`config.mk`:
```
export PLATFORM = sky130hd
export DESIGN_NAME = buffer_drain_ctrl_flat
export DESIGN_NICKNAME = d
export VERILOG_FILES = /design/src/rtl/buffer_drain_ctrl_if.sv /design/src/rtl/buffer_drain_ctrl.sv /design/src/flat_wrapper.sv
export SDC_FILE = /design/constraint.sdc
export NUM_CORES = 1
export LEC_CHECK = 0
export ABC_CLOCK_PERIOD_IN_PS = 2900
export CAP_MARGIN = 15
export CELL_PAD_IN_SITES_DETAIL_PLACEMENT = 2
export CELL_PAD_IN_SITES_GLOBAL_PLACEMENT = 2
export CORE_AREA = 2 2 189 191
export CTS_CLUSTER_SIZE = 20
export DETAILED_ROUTE_END_ITERATION = 12
export DIE_AREA = 0 0 191 193
export PLACE_DENSITY_LB_ADDON = 0.1
export SLEW_MARGIN = 10
export SYNTH_ARGS = -nofsm -noshare
export SYNTH_HDL_FRONTEND = slang
export SYNTH_SLANG_ARGS = --single-unit
```
`constraint.sdc`:
```
create_clock -name clk -period 2.9 [get_ports clk]
set_input_delay 0.58 -clock clk [delete_from_list [all_inputs] [get_ports clk]]
set_output_delay 0.58 -clock clk [all_outputs]
set_load 0.03 [all_outputs]
```
`src/rtl/buffer_drain_ctrl_if.sv`:
```
// Handshake bundle for buffer_drain_ctrl: upstream word port, compaction datapath
// loop (dp_*), and the narrow downstream beat stream.
interface buffer_drain_ctrl_if #(
  parameter int DATA_W    = 8,
  parameter int OUT_LANES = 4
);
  logic                        in_valid;
  logic                        in_ready;
  logic [15:0]                 in_lane_valids;
  logic [16*DATA_W-1:0]        in_data;

  logic [15:0]                 dp_valids;
  logic [16*DATA_W-1:0]        dp_lanes;
  logic [16*DATA_W-1:0]        dp_slots;

  logic                        out_valid;
  logic                        out_ready;
  logic [OUT_LANES*DATA_W-1:0] out_data;
  logic [OUT_LANES-1:0]        out_keep;
  logic                        out_last;

  // Controller side.
  modport slave (
    input  in_valid, in_lane_valids, in_data, dp_slots, out_ready,
    output in_ready, dp_valids, dp_lanes, out_valid, out_data, out_keep, out_last
  );

  // Upstream/downstream/datapath side.
  modport master (
    output in_valid, in_lane_valids, in_data, dp_slots, out_ready,
    input  in_ready, dp_valids, dp_lanes, out_valid, out_data, out_keep, out_last
  );
endinterface

```
`src/rtl/buffer_drain_ctrl.sv`:
```
// Lane-compaction sequencer: registers a 16-lane word, feeds it to the compaction
// datapath and drains the compacted slots OUT_LANES per beat. Optional counters: BUFFER_DRAIN_STATS_EN.
module buffer_drain_ctrl #(
  parameter int DATA_W    = 8,
  parameter int OUT_LANES = 4
) (
  input  logic                clk,
  input  logic                rst_n,
  buffer_drain_ctrl_if.slave  bus_if,
  output logic [15:0]         stat_words_o,
  output logic [15:0]         stat_drops_o
);

  typedef enum logic {IDLE, DRAIN} state_e;

  state_e                      state_q;
  logic [4:0]                  count_q;
  logic [4:0]                  rd_ptr_q;
  logic [15:0]                 dp_valids_q;
  logic [16*DATA_W-1:0]        dp_lanes_q;

  logic                        draining;
  logic                        out_last;
  logic                        beat_done;
  logic                        accept;
  logic [4:0]                  in_count;
  logic [OUT_LANES-1:0]        out_keep;
  logic [OUT_LANES*DATA_W-1:0] out_data;

  function automatic logic [4:0] popcount16(input logic [15:0] mask);
    logic [4:0] cnt;
    cnt = '0;
    for (int i = 0; i < 16; i++) cnt = cnt + 5'(mask[i]);
    return cnt;
  endfunction

  assign draining  = (state_q == DRAIN);
  // Six-bit compare so rd_ptr + OUT_LANES reaching 16 does not wrap.
  assign out_last  = draining && (({1'b0, rd_ptr_q} + 6'(OUT_LANES)) >= {1'b0, count_q});
  assign beat_done = draining & bus_if.out_ready;
  assign accept    = bus_if.in_valid & bus_if.in_ready;
  assign in_count  = popcount16(bus_if.in_lane_valids);

  assign bus_if.in_ready  = ~draining | (beat_done & out_last);
  assign bus_if.out_valid = draining;
  assign bus_if.out_last  = out_last;
  assign bus_if.out_keep  = out_keep;
  assign bus_if.out_data  = out_data;
  assign bus_if.dp_valids = dp_valids_q;
  assign bus_if.dp_lanes  = dp_lanes_q;

  always_comb begin
    logic [5:0] slot;
    // NOTE: every output gets a default first so no path leaves it unassigned (no latch).
    out_keep = '0;
    out_data = '0;
    slot     = '0;
    for (int i = 0; i < OUT_LANES; i++) begin
      slot = {1'b0, rd_ptr_q} + 6'(i);
      if (draining && (slot < {1'b0, count_q})) begin
        out_keep[i]                  = 1'b1;
        out_data[i*DATA_W +: DATA_W] = bus_if.dp_slots[slot[3:0]*DATA_W +: DATA_W];
      end
    end
  end

  // NOTE: sequential state uses non-blocking assignments only; later ifs override earlier ones.
  always_ff @(posedge clk or negedge rst_n) begin
    if (!rst_n) begin
      state_q     <= IDLE;
      count_q     <= '0;
      rd_ptr_q    <= '0;
      dp_valids_q <= '0;
      dp_lanes_q  <= '0;
    end else begin
      if (beat_done) rd_ptr_q <= rd_ptr_q + 5'(OUT_LANES);
      if (beat_done && out_last) state_q <= IDLE;
      // Acceptance wins over the last-beat return to IDLE on a shared edge.
      if (accept) begin
        if (in_count != 5'd0) begin
          state_q     <= DRAIN;
          count_q     <= in_count;
          rd_ptr_q    <= '0;
          dp_valids_q <= bus_if.in_lane_valids;
          dp_lanes_q  <= bus_if.in_data;
        end else begin
          state_q <= IDLE;
        end
      end
    end
  end

`ifdef BUFFER_DRAIN_STATS_EN
  logic [15:0] stat_words_q;
  logic [15:0] stat_drops_q;

  always_ff @(posedge clk or negedge rst_n) begin
    if (!rst_n) begin
      stat_words_q <= '0;
      stat_drops_q <= '0;
    end else if (accept) begin
      if (stat_words_q != 16'hFFFF) stat_words_q <= stat_words_q + 16'd1;
      if ((in_count == 5'd0) && (stat_drops_q != 16'hFFFF)) stat_drops_q <= stat_drops_q + 16'd1;
    end
  end

  assign stat_words_o = stat_words_q;
  assign stat_drops_o = stat_drops_q;
`else
  assign stat_words_o = '0;
  assign stat_drops_o = '0;
`endif

endmodule
```
`src/flat_wrapper.sv`:
```
// flat-port wrapper written by rule: the top's interface ports become plain ports
module buffer_drain_ctrl_flat 
#(
  parameter int DATA_W    = 8,
  parameter int OUT_LANES = 4
)
  (clk, rst_n, stat_words_o, stat_drops_o, bus_if_in_valid, bus_if_in_lane_valids, bus_if_in_data, bus_if_dp_slots, bus_if_out_ready, bus_if_in_ready, bus_if_dp_valids, bus_if_dp_lanes, bus_if_out_valid, bus_if_out_data, bus_if_out_keep, bus_if_out_last);
  buffer_drain_ctrl_if #(.DATA_W(DATA_W), .OUT_LANES(OUT_LANES)) bus_if_i ();
  input  logic clk;
  input  logic rst_n;
  output logic [15:0] stat_words_o;
  output logic [15:0] stat_drops_o;
  input wire logic [$bits(bus_if_i.in_valid)-1:0] bus_if_in_valid;
  input wire logic [$bits(bus_if_i.in_lane_valids)-1:0] bus_if_in_lane_valids;
  input wire logic [$bits(bus_if_i.in_data)-1:0] bus_if_in_data;
  input wire logic [$bits(bus_if_i.dp_slots)-1:0] bus_if_dp_slots;
  input wire logic [$bits(bus_if_i.out_ready)-1:0] bus_if_out_ready;
  output wire logic [$bits(bus_if_i.in_ready)-1:0] bus_if_in_ready;
  output wire logic [$bits(bus_if_i.dp_valids)-1:0] bus_if_dp_valids;
  output wire logic [$bits(bus_if_i.dp_lanes)-1:0] bus_if_dp_lanes;
  output wire logic [$bits(bus_if_i.out_valid)-1:0] bus_if_out_valid;
  output wire logic [$bits(bus_if_i.out_data)-1:0] bus_if_out_data;
  output wire logic [$bits(bus_if_i.out_keep)-1:0] bus_if_out_keep;
  output wire logic [$bits(bus_if_i.out_last)-1:0] bus_if_out_last;
  assign bus_if_i.in_valid = bus_if_in_valid;
  assign bus_if_i.in_lane_valids = bus_if_in_lane_valids;
  assign bus_if_i.in_data = bus_if_in_data;
  assign bus_if_i.dp_slots = bus_if_dp_slots;
  assign bus_if_i.out_ready = bus_if_out_ready;
  assign bus_if_in_ready = bus_if_i.in_ready;
  assign bus_if_dp_valids = bus_if_i.dp_valids;
  assign bus_if_dp_lanes = bus_if_i.dp_lanes;
  assign bus_if_out_valid = bus_if_i.out_valid;
  assign bus_if_out_data = bus_if_i.out_data;
  assign bus_if_out_keep = bus_if_i.out_keep;
  assign bus_if_out_last = bus_if_i.out_last;
  buffer_drain_ctrl #(.DATA_W(DATA_W), .OUT_LANES(OUT_LANES)) u_core (.clk(clk), .rst_n(rst_n), .bus_if(bus_if_i), .stat_words_o(stat_words_o), .stat_drops_o(stat_drops_o));
endmodule
```
==> results.yml <==
worst_setup_path:
  critical_path.max_stage_delay_ns: 0.57
  crit_chain: "buf_8 -> ha_4 -> inv_2 -> fa_1 -> fa_1 -> fa_1 -> fa_1 -> fa_2 -> fa_2 -> xor2_2 -> nand4_1 -> o211ai_4 -> buf_6 -> buf_12 -> buf_12 -> mux2_4"
  end_kind: "register"
  cp.required_ns: 3.22
  worstPathArrival_ns: 5.12
  path_common_cell: "fa_1"
  critPathBufInv: 5
  critPathSlowestCell: "fa_1"
  path_class: "in -> reg"
  path_max_fanout: 14
  crit_family: "adder cells"
  worstSetupStartpointType: "input pin"
hold_path:
  hold_class: "in -> async"
global_routing:
  first_global_vias: 7275
  grt_use_met2_pct: 29.5
  met3_usage_pct: 7.51
  antenna_found_initial: 5
  grt_pass1_wl_um: 45400
  grt_max_degree: 53
  grt.total_usage_pct: 16.7
  top_usage_layer: "met2"
  grt_util_met1_pct: 17.6
  overflow: 0
final_layout:
  instances_no_fill: 1522
  drive_gt1_share_pct: 33.7
  post-route-util_pct: 42.0
  fin_nets: 1347
  synthToLayoutAreaGrowth_pct: 85.5
timing:
  fin_skew_ns: 0.0116
  maxSlewViolCount: 0
  slew_headroom_pct: 64.3
  fin_hold_ws_ns: 0.0885
  fin_crit_ns: 4.80
  rsz0062_at_grt: "yes"
  fmax_mhz: 209
  hold_viol_final: 0
  fin_crit_sh_pct: 165
  fin_ws_ns: -1.90
  final-setup-viol-count: 153
  fin_tns_setup_ns: -277.99
  worst_pin_slew_ns: 0.536
power:
  powerDensity_nw_per_um2: 1410
  max-vdd-ir-drop_v: 0.000693
  finalPower_mw: 20.7
  p_leak_nw: 6.56
yosys:
  async_flop_share_pct: 100
  synth_edf_count: 0
  avgSynthCellArea_sq_um: 15.0
  ys_types: 36
  syn_inst: 527
  ys.warnings.count: 0
  synth_ff_type: "dfrtp_1"
  synth.cell_area_sq_um: 7920
  ys_ff_latch: 153
  ys_seq_area_share_pct: 48.3
clocking:
  cts_num_sinks: 153
  cts-htree-levels: 4
  clockBufferDepth: 2
  cts_made_buffers: 17
  cts_root_buf: "clkbuf_16"
  insertion_delay_ns: 0.44
  path_clk_slew_ns: 0.07
  cts_hold_buf: 0
  cts_tree: "done"
run_status:
  violations: "setup timing"
  status: "finished with violations"
die:
  die_area_sq_um: 36900
  die_y_um: 193
  core_sq_um: 35000
  ios: 491
  die_w_um: 191
  start_util_pct: 22.6
  rows: 69
detailed_routing:
  drc: 0
  drt_iter0_drc: 97
  wl_per_cell_um: 20.6
  dr.pass1.iters: 4
  vias: 6364
  avgViaCountPerCell: 4.18
  drt_wl_total_um: 31400
  drtAntennaViolNets: 0
run:
  cap_violations: 0
placement:
  dp_cells: 1451
  gp_congestion: 0.717
  place_hpwl_um: 23400
  numPortBuffers: 458
==> timing repair <==
action,4_1_cts,5_1_grt
setup buffers,17,9
gates resized for setup,97,48
pin swaps,16,16
endpoints found under the setup margin,186,185
cloned,9,2
==> flip-flops by register name, summed over array words and instances, names as in the netlist <==
| register | flops |
|---|---|
| u_core.bus_if.dp_lanes | 128 |
| u_core.bus_if.dp_valids | 16 |
| u_core.bus_if.out_valid | 1 |
| u_core.count_q | 5 |
| u_core.rd_ptr_q | 3 |
==> final timing paths <==
| kind | start | end | slack, ns | depth (start not counted) |
|---|---|---|---|---|
| setup / recovery | bus_if_in_lane_valids[0] | u_core.bus_if.dp_lanes[85] | -1.90 | 16 |
| hold / removal | rst_n | u_core.bus_if.dp_lanes[61] | 0.09 | 1 |
| setup reg to reg | u_core.rd_ptr_q[2] | u_core.bus_if.dp_lanes[85] | 0 | 13 |
| hold reg to reg | u_core.bus_if.dp_lanes[34] | u_core.bus_if.dp_lanes[34] | 0.51 | 1 |
| max in group asynchronous | rst_n | u_core.bus_if.dp_lanes[112] | 2.05 | 2 |
| min in group clk | bus_if_in_lane_valids[0] | u_core.bus_if.dp_valids[0] | 0.38 | 2 |
==> per-layer routing <==
metal	share of wire, %	up-vias
li1	-	2838
met3	11	36
met2	52	288
met4	1.9	4
met5	0.076	-
met1	35	3198
==> cell usage after synthesis (2+ instances only) <==
| library cell | instances | area [sq um] |
|---|---|---|
| nor2b_1 | 26 | 163 |
| and2_1 | 2 | 12.5 |
| o21ai_1 | 2 | 10.0 |
| ha_1 | 16 | 200 |
| mux2_2 | 72 | 811 |
| nand3_1 | 3 | 15.0 |
| o21ai_0 | 3 | 15.0 |
| nand2b_1 | 3 | 18.8 |
| mux2_4 | 72 | 1080 |
| o211ai_2 | 2 | 25.0 |
| buf_4 | 32 | 240 |
| o21a_1 | 3 | 22.5 |
| buf_2 | 12 | 60.1 |
| inv_1 | 32 | 120 |
| and3_1 | 8 | 50.1 |
| nand2_1 | 6 | 22.5 |
| nor2_1 | 2 | 7.51 |
| mux2i_1 | 3 | 30.0 |
| dfrtp_1 | 153 | 3830 |
| fa_1 | 10 | 200 |
| buf_6 | 9 | 101 |
| a21o_1 | 3 | 22.5 |
| mux4_2 | 32 | 721 |
| xnor2_1 | 2 | 17.5 |
| clkbuf_1 | 5 | 18.8 |
| xor2_1 | 3 | 26.3 |
| a21oi_1 | 2 | 10.0 |
==> power by group <==
| group | switching (mW) | internal, mW |
|---|---|---|
| Combinational | 6.93 | 7.38 |
| Clock | 0.935 | 1.53 |
| Sequential | 0.681 | 3.28 |
==> kinds of logic (layout without fill, tap and decap cells) <==
logic type,Yosys count,count (layout),share of synthesized area [%]
buf+inv,90,588,6.83
fa+ha+maj,26,26,5.06
compound gates,19,20,1.77
flops,153,153,48.3
simple gates,53,54,3.89
mux,180,180,33.5
xor+xnor,5,5,0.553
other cells,1,35,0.0474
==> cells in the final DEF, fill, tap and decap left out, types with 5 or more instances in the layout <==
master / instances
and3_1: 7
buf_12: 15
buf_4: 53
buf_6: 22
buf_8: 10
clkbuf_16: 17
clkdlybuf4s50_1: 412
conb_1: 32
dfrtp_1: 151
dlygate4sd2_1: 5
fa_1: 8
ha_1: 9
ha_4: 5
inv_1: 28
mux2_2: 37
mux2_4: 108
mux4_2: 32
nand2_1: 6
nor2b_1: 19
nor2b_4: 5
==> stage by stage <==
stage               area [sq um]  worst slack [ns]
global route               14700             -2.02
finish                     14700             -1.90
global placement           13100             -2.63
CTS                        14400             -1.99
detailed placement         13100             -2.71
floorplan                   8080             -1.87
==> area by class of cell <==
cell class / instances / area [sq um]
Fill cell: 3515 / 20300
Timing Repair Buffer: 524 / 5470
Multi-Input combinational cell: 317 / 4030
Sequential cell: 153 / 3830
Tap cell: 461 / 577
Clock buffer: 22 / 484
Clock inverter: 10 / 165
Inverter: 32 / 120
Antenna cell: 3 / 7.51
No activity file was read; power rests on OpenSTA's default activity.
